File: src/rtl/k_and_s_pkg.sv
// Shared types and constants for the K&S multicycle controller.
// Latency: n/a (types only).
// Backpressure: n/a.
//
// Contents: decoded instruction enum, ALU op encodings, controller state enum,
// and a helper that maps an ALU instruction to its operation code.
package k_and_s_pkg;

  typedef enum logic [3:0] {
    I_NOP,
    I_LOAD,
    I_STORE,
    I_MOVE,
    I_ADD,
    I_SUB,
    I_AND,
    I_OR,
    I_BRANCH,
    I_BZERO,
    I_BNZERO,
    I_BNEG,
    I_BNNEG,
    I_BOV,
    I_BNOV,
    I_HALT
  } decoded_instruction_type;

  localparam logic [1:0] OP_OR  = 2'b00;
  localparam logic [1:0] OP_ADD = 2'b01;
  localparam logic [1:0] OP_SUB = 2'b10;
  localparam logic [1:0] OP_AND = 2'b11;

  typedef enum logic [3:0] {
    S_FETCH,
    S_LATCH_IR,
    S_DECODE,
    S_EXEC_ALU,
    S_EXEC_MOVE,
    S_LOAD_ADDR,
    S_LOAD_WB,
    S_STORE_WR,
    S_BRANCH,
    S_HALTED
  } ctrl_state_t;

  // MOVE and every non-ALU instruction fall through to OR (pass-through).
  function automatic logic [1:0] alu_op(input decoded_instruction_type instr);
    case (instr)
      I_ADD:   return OP_ADD;
      I_SUB:   return OP_SUB;
      I_AND:   return OP_AND;
      default: return OP_OR;
    endcase
  endfunction

endpackage

File: src/rtl/ks_multicycle_ctrl_if.sv
// Controller <-> datapath bundle: decoded instruction and flags in, strobes out.
// Latency: n/a (wiring only).
// Backpressure: none; the datapath consumes every strobe in the cycle it is high.
//
// master: the control FSM (drives strobes, reads instruction/flags).
// slave:  the datapath (reads strobes, drives instruction/flags).
interface ks_multicycle_ctrl_if #(
  parameter int CNT_W = 16
);
  import k_and_s_pkg::*;

  decoded_instruction_type decoded_instruction;
  logic                    zero_op;
  logic                    neg_op;
  logic                    unsigned_overflow;
  logic                    signed_overflow;

  logic                    branch;
  logic                    pc_enable;
  logic                    ir_enable;
  logic                    write_reg_enable;
  logic                    addr_sel;
  logic                    c_sel;
  logic [1:0]              operation;
  logic                    flags_reg_enable;
  logic                    ram_write_enable;
  logic                    halt;
  logic [CNT_W-1:0]        instr_retired;

  modport master (
    input  decoded_instruction, zero_op, neg_op, unsigned_overflow, signed_overflow,
    output branch, pc_enable, ir_enable, write_reg_enable, addr_sel, c_sel,
           operation, flags_reg_enable, ram_write_enable, halt, instr_retired
  );

  modport slave (
    output decoded_instruction, zero_op, neg_op, unsigned_overflow, signed_overflow,
    input  branch, pc_enable, ir_enable, write_reg_enable, addr_sel, c_sel,
           operation, flags_reg_enable, ram_write_enable, halt, instr_retired
  );

endinterface

File: src/rtl/ks_wait_counter.sv
// RAM wait counter: asserts done on the last of MEM_LATENCY enabled cycles.
// Latency: done is combinational from the count; count advances one per enabled cycle.
// Backpressure: none; clear has priority over enable.
//
// Ports: clk, rst_n, clear (return to 0), enable (count this cycle), done (last wait cycle).
module ks_wait_counter #(
  parameter int MEM_LATENCY = 1
) (
  input  logic clk,
  input  logic rst_n,
  input  logic clear,
  input  logic enable,
  output logic done
);

  localparam int W = $clog2(MEM_LATENCY + 1);
  localparam logic [W-1:0] LAST = W'(MEM_LATENCY - 1);

  logic [W-1:0] wait_cnt;

  assign done = enable && (wait_cnt == LAST);

  always_ff @(posedge clk or negedge rst_n) begin
    if (!rst_n) begin
      wait_cnt <= '0;
    end else if (clear) begin
      wait_cnt <= '0;
    end else if (enable) begin
      wait_cnt <= wait_cnt + 1'b1;
    end
  end

endmodule

File: src/rtl/ks_multicycle_ctrl.sv
// Multicycle control FSM for the K&S processor, driving datapath strobes.
// Latency: NOP/not-taken branch L+2, ALU/MOVE/STORE/taken branch L+3, LOAD 2L+3 (L = MEM_LATENCY).
// Backpressure: none; RAM wait is a fixed MEM_LATENCY cycles per fetch/load.
//
// Ports: clk, rst_n (async active-low), bus (master modport: instruction and
// flags in; strobes, sticky halt and saturating instr_retired out).
module ks_multicycle_ctrl
  import k_and_s_pkg::*;
#(
  parameter int MEM_LATENCY = 1,
  parameter int OV_SIGNED   = 1,
  parameter int CNT_W       = 16
) (
  input  logic                   clk,
  input  logic                   rst_n,
  ks_multicycle_ctrl_if.master   bus
);

  generate
    if (MEM_LATENCY < 1) begin : g_bad_latency
      $error("ks_multicycle_ctrl: MEM_LATENCY must be >= 1");
    end
  endgenerate

  ctrl_state_t state;
  ctrl_state_t nxt;
  logic        ov;
  logic        taken;
  logic        wait_en;
  logic        wait_clr;
  logic        wait_done;
  logic        retire;

  // Both RAM-wait states share one counter; it is idle (and zero) elsewhere.
  assign wait_en  = (state == S_FETCH) || (state == S_LOAD_ADDR);
  assign wait_clr = (nxt != state);

  ks_wait_counter #(
    .MEM_LATENCY(MEM_LATENCY)
  ) u_wait (
    .clk   (clk),
    .rst_n (rst_n),
    .clear (wait_clr),
    .enable(wait_en),
    .done  (wait_done)
  );

  // Branch-condition mux; flags are sampled while in DECODE.
  always_comb begin
    ov    = (OV_SIGNED != 0) ? bus.signed_overflow : bus.unsigned_overflow;
    taken = 1'b0;
    case (bus.decoded_instruction)
      I_BRANCH: taken = 1'b1;
      I_BZERO:  taken = bus.zero_op;
      I_BNZERO: taken = !bus.zero_op;
      I_BNEG:   taken = bus.neg_op;
      I_BNNEG:  taken = !bus.neg_op;
      I_BOV:    taken = ov;
      I_BNOV:   taken = !ov;
      default:  taken = 1'b0;
    endcase
  end

  always_comb begin
    nxt = state;
    case (state)
      S_FETCH:     if (wait_done) nxt = S_LATCH_IR;
      S_LATCH_IR:  nxt = S_DECODE;
      S_DECODE: begin
        case (bus.decoded_instruction)
          I_ADD, I_SUB, I_AND, I_OR:  nxt = S_EXEC_ALU;
          I_MOVE:                     nxt = S_EXEC_MOVE;
          I_LOAD:                     nxt = S_LOAD_ADDR;
          I_STORE:                    nxt = S_STORE_WR;
          I_BRANCH, I_BZERO, I_BNZERO, I_BNEG, I_BNNEG, I_BOV, I_BNOV:
                                      nxt = taken ? S_BRANCH : S_FETCH;
          I_HALT:                     nxt = S_HALTED;
          default:                    nxt = S_FETCH;
        endcase
      end
      S_EXEC_ALU, S_EXEC_MOVE, S_LOAD_WB, S_STORE_WR, S_BRANCH:
                   nxt = S_FETCH;
      S_LOAD_ADDR: if (wait_done) nxt = S_LOAD_WB;
      S_HALTED:    nxt = S_HALTED;
      default:     nxt = S_FETCH;
    endcase
  end

  // Only instruction-completing states ever re-enter FETCH, so any entry retires.
  assign retire = ((nxt == S_FETCH) && (state != S_FETCH)) ||
                  ((nxt == S_HALTED) && (state != S_HALTED));

  // Outputs are registered from the next state, so they line up with the
  // state register and stay glitch-free.
  always_ff @(posedge clk or negedge rst_n) begin
    if (!rst_n) begin
      state                <= S_FETCH;
      bus.branch           <= 1'b0;
      bus.pc_enable        <= 1'b0;
      bus.ir_enable        <= 1'b0;
      bus.write_reg_enable <= 1'b0;
      bus.addr_sel         <= 1'b0;
      bus.c_sel            <= 1'b0;
      bus.operation        <= OP_OR;
      bus.flags_reg_enable <= 1'b0;
      bus.ram_write_enable <= 1'b0;
      bus.halt             <= 1'b0;
      bus.instr_retired    <= '0;
    end else begin
      state                <= nxt;
      bus.branch           <= (nxt == S_BRANCH);
      bus.pc_enable        <= (nxt == S_LATCH_IR) || (nxt == S_BRANCH);
      bus.ir_enable        <= (nxt == S_LATCH_IR);
      bus.write_reg_enable <= (nxt == S_EXEC_ALU) || (nxt == S_EXEC_MOVE) || (nxt == S_LOAD_WB);
      bus.addr_sel         <= (nxt == S_LOAD_ADDR) || (nxt == S_LOAD_WB) || (nxt == S_STORE_WR);
      bus.c_sel            <= (nxt == S_LOAD_WB);
      // The op is captured on the DECODE->EXEC_ALU edge and held for that one cycle.
      bus.operation        <= (nxt == S_EXEC_ALU) ? alu_op(bus.decoded_instruction) : OP_OR;
      bus.flags_reg_enable <= (nxt == S_EXEC_ALU);
      bus.ram_write_enable <= (nxt == S_STORE_WR);
      bus.halt             <= (nxt == S_HALTED);
      if (retire && (bus.instr_retired != '1)) begin
        bus.instr_retired <= bus.instr_retired + 1'b1;
      end
    end
  end

endmodule

File: src/flat_wrapper.sv
// flat-port wrapper written by rule: the top's interface ports become plain ports
module ks_multicycle_ctrl_flat import k_and_s_pkg::*;
#(
  parameter int MEM_LATENCY = 1,
  parameter int OV_SIGNED   = 1,
  parameter int CNT_W       = 16
)
  (clk, rst_n, bus_decoded_instruction, bus_zero_op, bus_neg_op, bus_unsigned_overflow, bus_signed_overflow, bus_branch, bus_pc_enable, bus_ir_enable, bus_write_reg_enable, bus_addr_sel, bus_c_sel, bus_operation, bus_flags_reg_enable, bus_ram_write_enable, bus_halt, bus_instr_retired);
  ks_multicycle_ctrl_if #(.CNT_W(CNT_W)) bus_i ();
  input  logic clk;
  input  logic rst_n;
  input wire logic [$bits(bus_i.decoded_instruction)-1:0] bus_decoded_instruction;
  input wire logic [$bits(bus_i.zero_op)-1:0] bus_zero_op;
  input wire logic [$bits(bus_i.neg_op)-1:0] bus_neg_op;
  input wire logic [$bits(bus_i.unsigned_overflow)-1:0] bus_unsigned_overflow;
  input wire logic [$bits(bus_i.signed_overflow)-1:0] bus_signed_overflow;
  output wire logic [$bits(bus_i.branch)-1:0] bus_branch;
  output wire logic [$bits(bus_i.pc_enable)-1:0] bus_pc_enable;
  output wire logic [$bits(bus_i.ir_enable)-1:0] bus_ir_enable;
  output wire logic [$bits(bus_i.write_reg_enable)-1:0] bus_write_reg_enable;
  output wire logic [$bits(bus_i.addr_sel)-1:0] bus_addr_sel;
  output wire logic [$bits(bus_i.c_sel)-1:0] bus_c_sel;
  output wire logic [$bits(bus_i.operation)-1:0] bus_operation;
  output wire logic [$bits(bus_i.flags_reg_enable)-1:0] bus_flags_reg_enable;
  output wire logic [$bits(bus_i.ram_write_enable)-1:0] bus_ram_write_enable;
  output wire logic [$bits(bus_i.halt)-1:0] bus_halt;
  output wire logic [$bits(bus_i.instr_retired)-1:0] bus_instr_retired;
  assign bus_i.decoded_instruction = bus_decoded_instruction;
  assign bus_i.zero_op = bus_zero_op;
  assign bus_i.neg_op = bus_neg_op;
  assign bus_i.unsigned_overflow = bus_unsigned_overflow;
  assign bus_i.signed_overflow = bus_signed_overflow;
  assign bus_branch = bus_i.branch;
  assign bus_pc_enable = bus_i.pc_enable;
  assign bus_ir_enable = bus_i.ir_enable;
  assign bus_write_reg_enable = bus_i.write_reg_enable;
  assign bus_addr_sel = bus_i.addr_sel;
  assign bus_c_sel = bus_i.c_sel;
  assign bus_operation = bus_i.operation;
  assign bus_flags_reg_enable = bus_i.flags_reg_enable;
  assign bus_ram_write_enable = bus_i.ram_write_enable;
  assign bus_halt = bus_i.halt;
  assign bus_instr_retired = bus_i.instr_retired;
  ks_multicycle_ctrl #(.MEM_LATENCY(MEM_LATENCY), .OV_SIGNED(OV_SIGNED), .CNT_W(CNT_W)) u_core (.clk(clk), .rst_n(rst_n), .bus(bus_i));
endmodule
File: config.mk
export PLATFORM = sky130hd
export DESIGN_NAME = ks_multicycle_ctrl_flat
export DESIGN_NICKNAME = d
export VERILOG_FILES = /design/src/rtl/k_and_s_pkg.sv /design/src/rtl/ks_multicycle_ctrl_if.sv /design/src/rtl/ks_wait_counter.sv /design/src/rtl/ks_multicycle_ctrl.sv /design/src/flat_wrapper.sv
export SDC_FILE = /design/constraint.sdc
export NUM_CORES = 1
export LEC_CHECK = 0
export BUFFER_PORTS_ARGS = -buffer_cell sky130_fd_sc_hd__buf_4
export CAP_MARGIN = 20
export CORE_UTILIZATION = 57
export DETAILED_ROUTE_END_ITERATION = 8
export PLACE_DENSITY = 0.92
export REMOVE_ABC_BUFFERS = 1
export SETUP_SLACK_MARGIN = 0.3
export SLEW_MARGIN = 20
export SYNTH_ARGS = -nofsm -noshare
export SYNTH_HDL_FRONTEND = slang
export SYNTH_SLANG_ARGS = --single-unit
File: constraint.sdc
create_clock -name clk -period 7.55 [get_ports clk]
set_input_delay 1.51 -clock clk [delete_from_list [all_inputs] [get_ports clk]]
set_output_delay 1.51 -clock clk [all_outputs]
set_load 0.05 [all_outputs]
==> out/metrics.csv, run 1 <==
metric;value;unit
status;complete, no violations;
Reg clk slew, reported paths;0.10;ns
grt ovf;0;
RD Place Congestion;0.9158;
Synth area leaders;dfrtp_1 50%, xnor2_1 8.8%, nand2_1 3.8%;
Site Rows;18;
crit-path max cell delay;0.84;ns
Hold Crit Depth;1;
Syn Inst Count;152;
WS Path Type;primary input to register;
Total GRT Usage;24.78;%
Finish-stage setup viols;0;
antenna diode count;0;
vias in the first global route;1177;
leak pwr;0.8943;nW
CTS tree;built;
worst vdd ir;0.0003481;V
worst clock skew;0.01168;ns
Least-Margin Pin Slew;0.8944;ns
CP Capture Type;register;
I/O pin count;37;
Startpoint Class;primary input;
max-slew violations;0;
Worst Path Arrival;3.67;ns
post-synth top area share;50.16;%
DRC;0;
nets;199;
#FFs+latches synth;32;
Post-Place Setup Slack;3.793;ns
post-route setup TNS;0;ns
via count;1251;
Worst Setup Slack, final;4.106;ns
R2R cell count;6;
largest net degree at the start of global routing;33;
max_slew headroom;40.38;%
sequential cell area fraction in the yosys report;50.16;%
Sw Pwr;0.3241;mW
FMAX;0.2903;GHz
Syn Std Cell Area;0.001597;mm2
Reg power frac;36.9;%
post_cts resized;0;
biggest regs;u_core.bus.instr_retired (16), u_core.state (4), u_core.bus.operation (2);
hold_buf cts;0;
clock buffer depth;2;
asr flop ratio synth;100.0;%
IO Port Bufs;35;
hpwl dp;2.298;mm
clock share of power;12.5;%
Critical Path RT;7.77;ns
Period minus WS final;3.444;ns
Worst Hold Class;register to register;
Synth Warn #;0;
maximum capacitance violations;0;
Largest register FFs;16;
post-synth top area cell;dfrtp_1;
Main synth FF type;dfrtp_1;
die width;54.93;um
CP cell instances;buf_4 -> or2_2 -> a21oi_1 -> o32ai_4 -> a2111oi_4 -> mux2_2;
first-pass GRT wire length;5.140;mm
total die area;0.003017;mm2
sw frac;46.58;%
internal power;0.3716;mW
RSZ-0062 raised after global routing;false;
Final ANT Viol Nets;0;
initial core utilization;62.18;%
crit share post-route;45.62;%
Biggest register;u_core.bus.instr_retired;
CTS H-tree lvls;2;
Netlist cell types;39;
Comb pwr share;50.7;%
total CTS buffers;5;
core area;0.002567;mm2
DRT Pass-1 Iters;4;
die height;54.93;um
CTS root buffer;clkbuf_4;
slowest library cell on the worst path;a2111oi_4;
layout cells sized above 1;26.60;%
clock sinks;32;
setup bufs post-CTS;0;
Avg Vias per Cell;5.739;
drt total wl;3.125;mm
Final Hold Fails;0;
critical path peak fanout;16;
wire length per cell;14.33;um
worst skew pair latency;0.33;ns
number of flops mapped to enable cells by yosys;0;
DR iter-0 viols;31;
initial antenna violation count;0;
Layout area overhead;19.20;%
pwr dens;365.6;mW/mm2
Syn Area/Cell;10.50;um2
## through the flow
stage               util [%]  area (um2)  instances  power [mW]  hold slack, ns
finish                 74.12        1903        218      0.6957          0.5089
CTS                    74.12        1903        218      0.7002          0.5096
global route           74.12        1903        218      0.7394          0.5280
detailed placement     72.32        1857        211      0.6114          0.4933
global placement       72.32        1857        211      0.5975          0.4779
floorplan                  -        1556        146      0.5171          0.5072
## final cells by class
| class | instances | area, um2 |
|---|---|---|
| multi-input cells | 106 | 725.7 |
| well taps | 30 | 37.54 |
| inverters | 8 | 30.03 |
| clock buffers | 6 | 41.29 |
| clock inverters | 1 | 5.005 |
| flip-flops and latches | 32 | 800.8 |
| fillers | 187 | 664.4 |
| repair buffers | 35 | 262.8 |
## per-layer routing
metal  up-vias  wire [um]  global-route usage (%)
met3         8        193                   6.557
met2        49       1516                   36.95
met1       599       1352                   32.68
li1        595          -                       -
met4         0         61                   13.75
met5         -          0                       0
## cells in the mapped netlist (3+ instances only)
cell,number
and2_1,4
nor2b_1,3
nand4_1,4
nor2_1,12
nor3_1,5
a21oi_1,3
and3_1,4
o21ai_0,3
nand3_1,10
dfrtp_1,32
nand2_1,16
xnor2_1,16
inv_1,8
## worst max-delay path: cells and delay by family
family	cells	cell delay, ns
AND/OR/NAND/NOR	1	0.29
buffers and inverters	1	0.15
AO/OA/AOI/OAI	3	1.28
multiplexers	1	0.42
## cells by family (layout without fill, tap and decap cells)
family | Yosys count | in the layout | synth area share (%)
compound gates | 20 | 20 | 12.78
fa+ha+maj | 1 | 1 | 0.7836
xor+xnor | 18 | 18 | 9.875
simple gates | 66 | 66 | 21.32
buf+inv | 14 | 50 | 4.389
mux | 1 | 1 | 0.7053
flops | 32 | 32 | 50.16
## power groups by stage
stage / logic (mW) / clock network, mW / registers (mW)
6_report: 0.352 / 0.0867 / 0.257
5_1_grt: 0.379 / 0.0975 / 0.263
4_1_cts: 0.353 / 0.0908 / 0.256
3_5_place_dp: 0.353 / 0 / 0.259
3_3_place_gp: 0.342 / 0 / 0.255
2_1_floorplan: 0.175 / 0 / 0.342
## final timing paths
path	to	slack, ns	startpoint
setup / recovery	u_core.bus.instr_retired[1]	4.11	bus_decoded_instruction[0]
hold / removal	u_core.bus.instr_retired[4]	0.51	u_core.bus.instr_retired[4]
setup reg to reg	u_core.bus.instr_retired[1]	4.62	u_core.state[3]
hold reg to reg	u_core.bus.instr_retired[4]	0.51	u_core.bus.instr_retired[4]
max in group asynchronous	u_core.bus.c_sel	6.17	rst_n
min in group asynchronous	u_core.bus.instr_retired[10]	1.10	rst_n
## placed cells by master (no fill, tap or decap)
master,Yosys,routed
o21bai_1,1,1
a21o_1,1,1
xor2_1,2,2
mux2_2,1,1
clkinv_2,0,1
nand4b_1,1,1
clkbuf_1,2,1
ha_1,1,1
a31o_2,1,1
o22ai_1,2,2
o311a_4,1,1
a2111oi_4,1,1
nor3_1,5,5
and2_1,4,4
nand3_1,10,10
nor2_1,12,12
nor2b_1,3,3
or2_2,1,1
nand4_1,4,4
o32ai_1,1,1
and3_1,4,4
nor4b_1,1,1
o2111ai_1,2,2
nand2b_1,1,1
or3_1,1,1
a21oi_1,3,3
a31oi_1,1,1
xnor2_1,16,16
or4_4,1,1
inv_1,8,8
nand2_1,16,16
buf_4,0,35
o32ai_4,1,1
dfrtp_1,32,32
clkbuf_4,0,5
o21ai_0,3,3
or4b_2,1,1
o21a_1,1,1
a31oi_4,1,1
and4_1,1,1
Power figures use the tool's default switching activity.
==> run 2, diff against run 1 <==
CORE_UTILIZATION = 53   (was 57)
PLACE_DENSITY = 0.87   (was 0.92)
clock period = 3.18 ns   (was 7.55 ns; I/O delays follow)
==> out/metrics.csv, run 2 (synthesis gave the netlist of run 1 again) <==
metric;value;unit;change
status;finished, violations left;;
failing checks;design-rule violations;;
Worst Hold Class;primary input to async pin;;
via count;1236;;-1.2%
worst skew pair latency;0.33;ns;about the same
max-slew violations;0;;unchanged
Fill cells;223;;+19%
Least-Margin Pin Slew;0.5388;ns;-0.3556 ns
initial core utilization;56.91;%;-5.3 points
Finish-stage setup viols;0;;unchanged
Critical Path RT;3.41;ns;-4.36 ns
CTS H-tree lvls;2;;unchanged
Post-Place Setup Slack;0.2996;ns;-3.493 ns
CTS tree;built;;
FMAX;0.3725;GHz;
total CTS buffers;5;;unchanged
die width;56.89;um;+3.6%
most frequent cells in the layout;36 x buf_4, 32 x dfrtp_1, 16 x nand2_1, 16 x xnor2_1, 12 x nor2_1;;
Largest register FFs;16;;unchanged
biggest regs;u_core.bus.instr_retired (16), u_core.state (4), u_core.bus.operation (2);;
core area;0.002805;mm2;+9.3%
Site Rows;19;;+1
crit-path max cell delay;0.58;ns;-0.26 ns
hpwl dp;2.324;mm;+1.1%
post-route setup TNS;0;ns;unchanged
vias in the first global route;1190;;+1.1%
worst clock skew;0.008478;ns;-0.003201 ns
internal power;1.030;mW;+180%
commonest non-fill, non-tap cell in the layout;buf_4;;
register area;800.8;um2;unchanged
area of the multi-input gates;725.7;um2;unchanged
grt ovf;0;;unchanged
maximum capacitance violations;0;;unchanged
max_slew headroom;64.08;%;+24 points
CP Capture Type;register;;
initial antenna violation count;0;;unchanged
CTS root buffer;clkbuf_4;;
total die area;0.003236;mm2;+7.3%
clock sinks;32;;unchanged
Comb pwr share;47.5;%;-3.2 points
sw frac;43.11;%;-3.5 points
IO Port Bufs;35;;unchanged
Worst Setup Slack, final;0.4957;ns;-3.610 ns
CP bufs+invs;1;;unchanged
clock share of power;19.1;%;+6.6 points
Final Hold Fails;0;;unchanged
Reg power frac;33.4;%;-3.5 points
fin cells;221;;+1.4%
Total GRT Usage;21.99;%;-2.8 points
critical path peak fanout;15;;-1
layout cells sized above 1;27.89;%;+1.3 points
Reg clk slew, reported paths;0.10;ns;about the same
DRT Pass-1 Iters;6;;+2
Biggest register;u_core.bus.instr_retired;;
wire length per cell;14.01;um;-2.3%
crit share post-route;84.41;%;
antenna diode count;0;;unchanged
RD Place Congestion;0.8102;;-12%
Avg Vias per Cell;5.593;;-2.5%
Sw Pwr;0.7808;mW;+140%
leak pwr;0.9227;nW;+3.2%
die height;56.89;um;+3.6%
Worst Path Arrival;2.92;ns;-0.75 ns
nets;200;;+0.50%
worst vdd ir;0.0005235;V;+50%
largest net degree at the start of global routing;33;;unchanged
Layout area overhead;22.81;%;
Period minus WS final;2.684;ns;
drt total wl;3.096;mm;-0.93%
Final ANT Viol Nets;0;;unchanged
CP delay by family, top;compound AO/OA/AOI/OAI gates;;
slowest library cell on the worst path;or4_4;;
first-pass GRT wire length;5.340;mm;+3.9%
DR iter-0 viols;44;;+42%
WS Path Type;register to register;;
CP cell instances;or4_4 -> o311a_4 -> o32ai_4 -> a31oi_4 -> a2111oi_4 -> buf_4 -> mux2_2;;
RSZ-0062 raised after global routing;false;;
pwr dens;923.7;mW/mm2;+150%
DRC;4;;+4
clock buffer depth;2;;unchanged
Startpoint Class;register;;
total power;1.811;mW;+160%
I/O pin count;37;;unchanged
placed cells;212;;+0.47%
-- run 2: cell types whose count changed in the layout (fill, tap and decap cells not counted), sizes merged --
cell | previous run | this run
bufinv | 0 | 1
clkinv | 1 | 0
clkbuf | 6 | 7
buf | 35 | 36
-- run 2: power groups by stage --
stage	clock, mW	sequential [mW]	combinational, mW
floorplan	0	0.813	0.415
global placement	0	0.607	0.816
detailed placement	0	0.613	0.841
CTS	0.358	0.605	0.841
global route	0.374	0.620	0.918
finish	0.345	0.606	0.860
-- run 2: final timing paths --
path                                              from                          end  slack, ns  cells past startpoint
max                                    u_core.state[3]  u_core.bus.instr_retired[1]       0.50                      7
min                                              rst_n  u_core.bus.instr_retired[3]       0.21                      1
min reg2reg                u_core.bus.instr_retired[4]  u_core.bus.instr_retired[4]       0.50                      1
max in group asynchronous                        rst_n            u_core.bus.branch       2.69                      1
max reg2reg                            u_core.state[3]  u_core.bus.instr_retired[1]       0.50                      7
min in group clk           u_core.bus.instr_retired[4]  u_core.bus.instr_retired[4]       0.50                      1
-- run 2: layout make-up --
| cell class | instances | share of cell area (%) |
|---|---|---|
| repair buffers | 36 | 13.78 |
| clock inverters | 1 | 1.532 |
| clock buffers | 7 | 3.318 |
| inverters | 8 | 1.532 |
| multi-input cells | 106 | 37.01 |
| well taps | 31 | 1.978 |
| flip-flops and latches | 32 | 40.84 |
-- run 2: layer usage --
layer	share of wire (%)	GRT usage (%)
met5	0	0
met4	1.6	7.317
met3	6.0	6.682
met2	51	37.14
met1	42	26.63
-- run 2: through the flow --
step                utilization, %  hold WS, ns  cell area [um2]
floorplan                        -       0.3404             1556
global placement             66.24       0.4784             1858
detailed placement           66.24       0.4888             1858
CTS                          69.63       0.2063             1953
global route                 69.89       0.2226             1961
finish                       69.89       0.2100             1961
-- run 2: timing repair --
| item | 4_1_cts | 5_1_grt |
|---|---|---|
| resized for setup | 0 | 0 |
| hold buffers | 0 | 0 |
| buffers inserted | 0 | 1 |
| setup endpoints to repair | 0 | 15 |
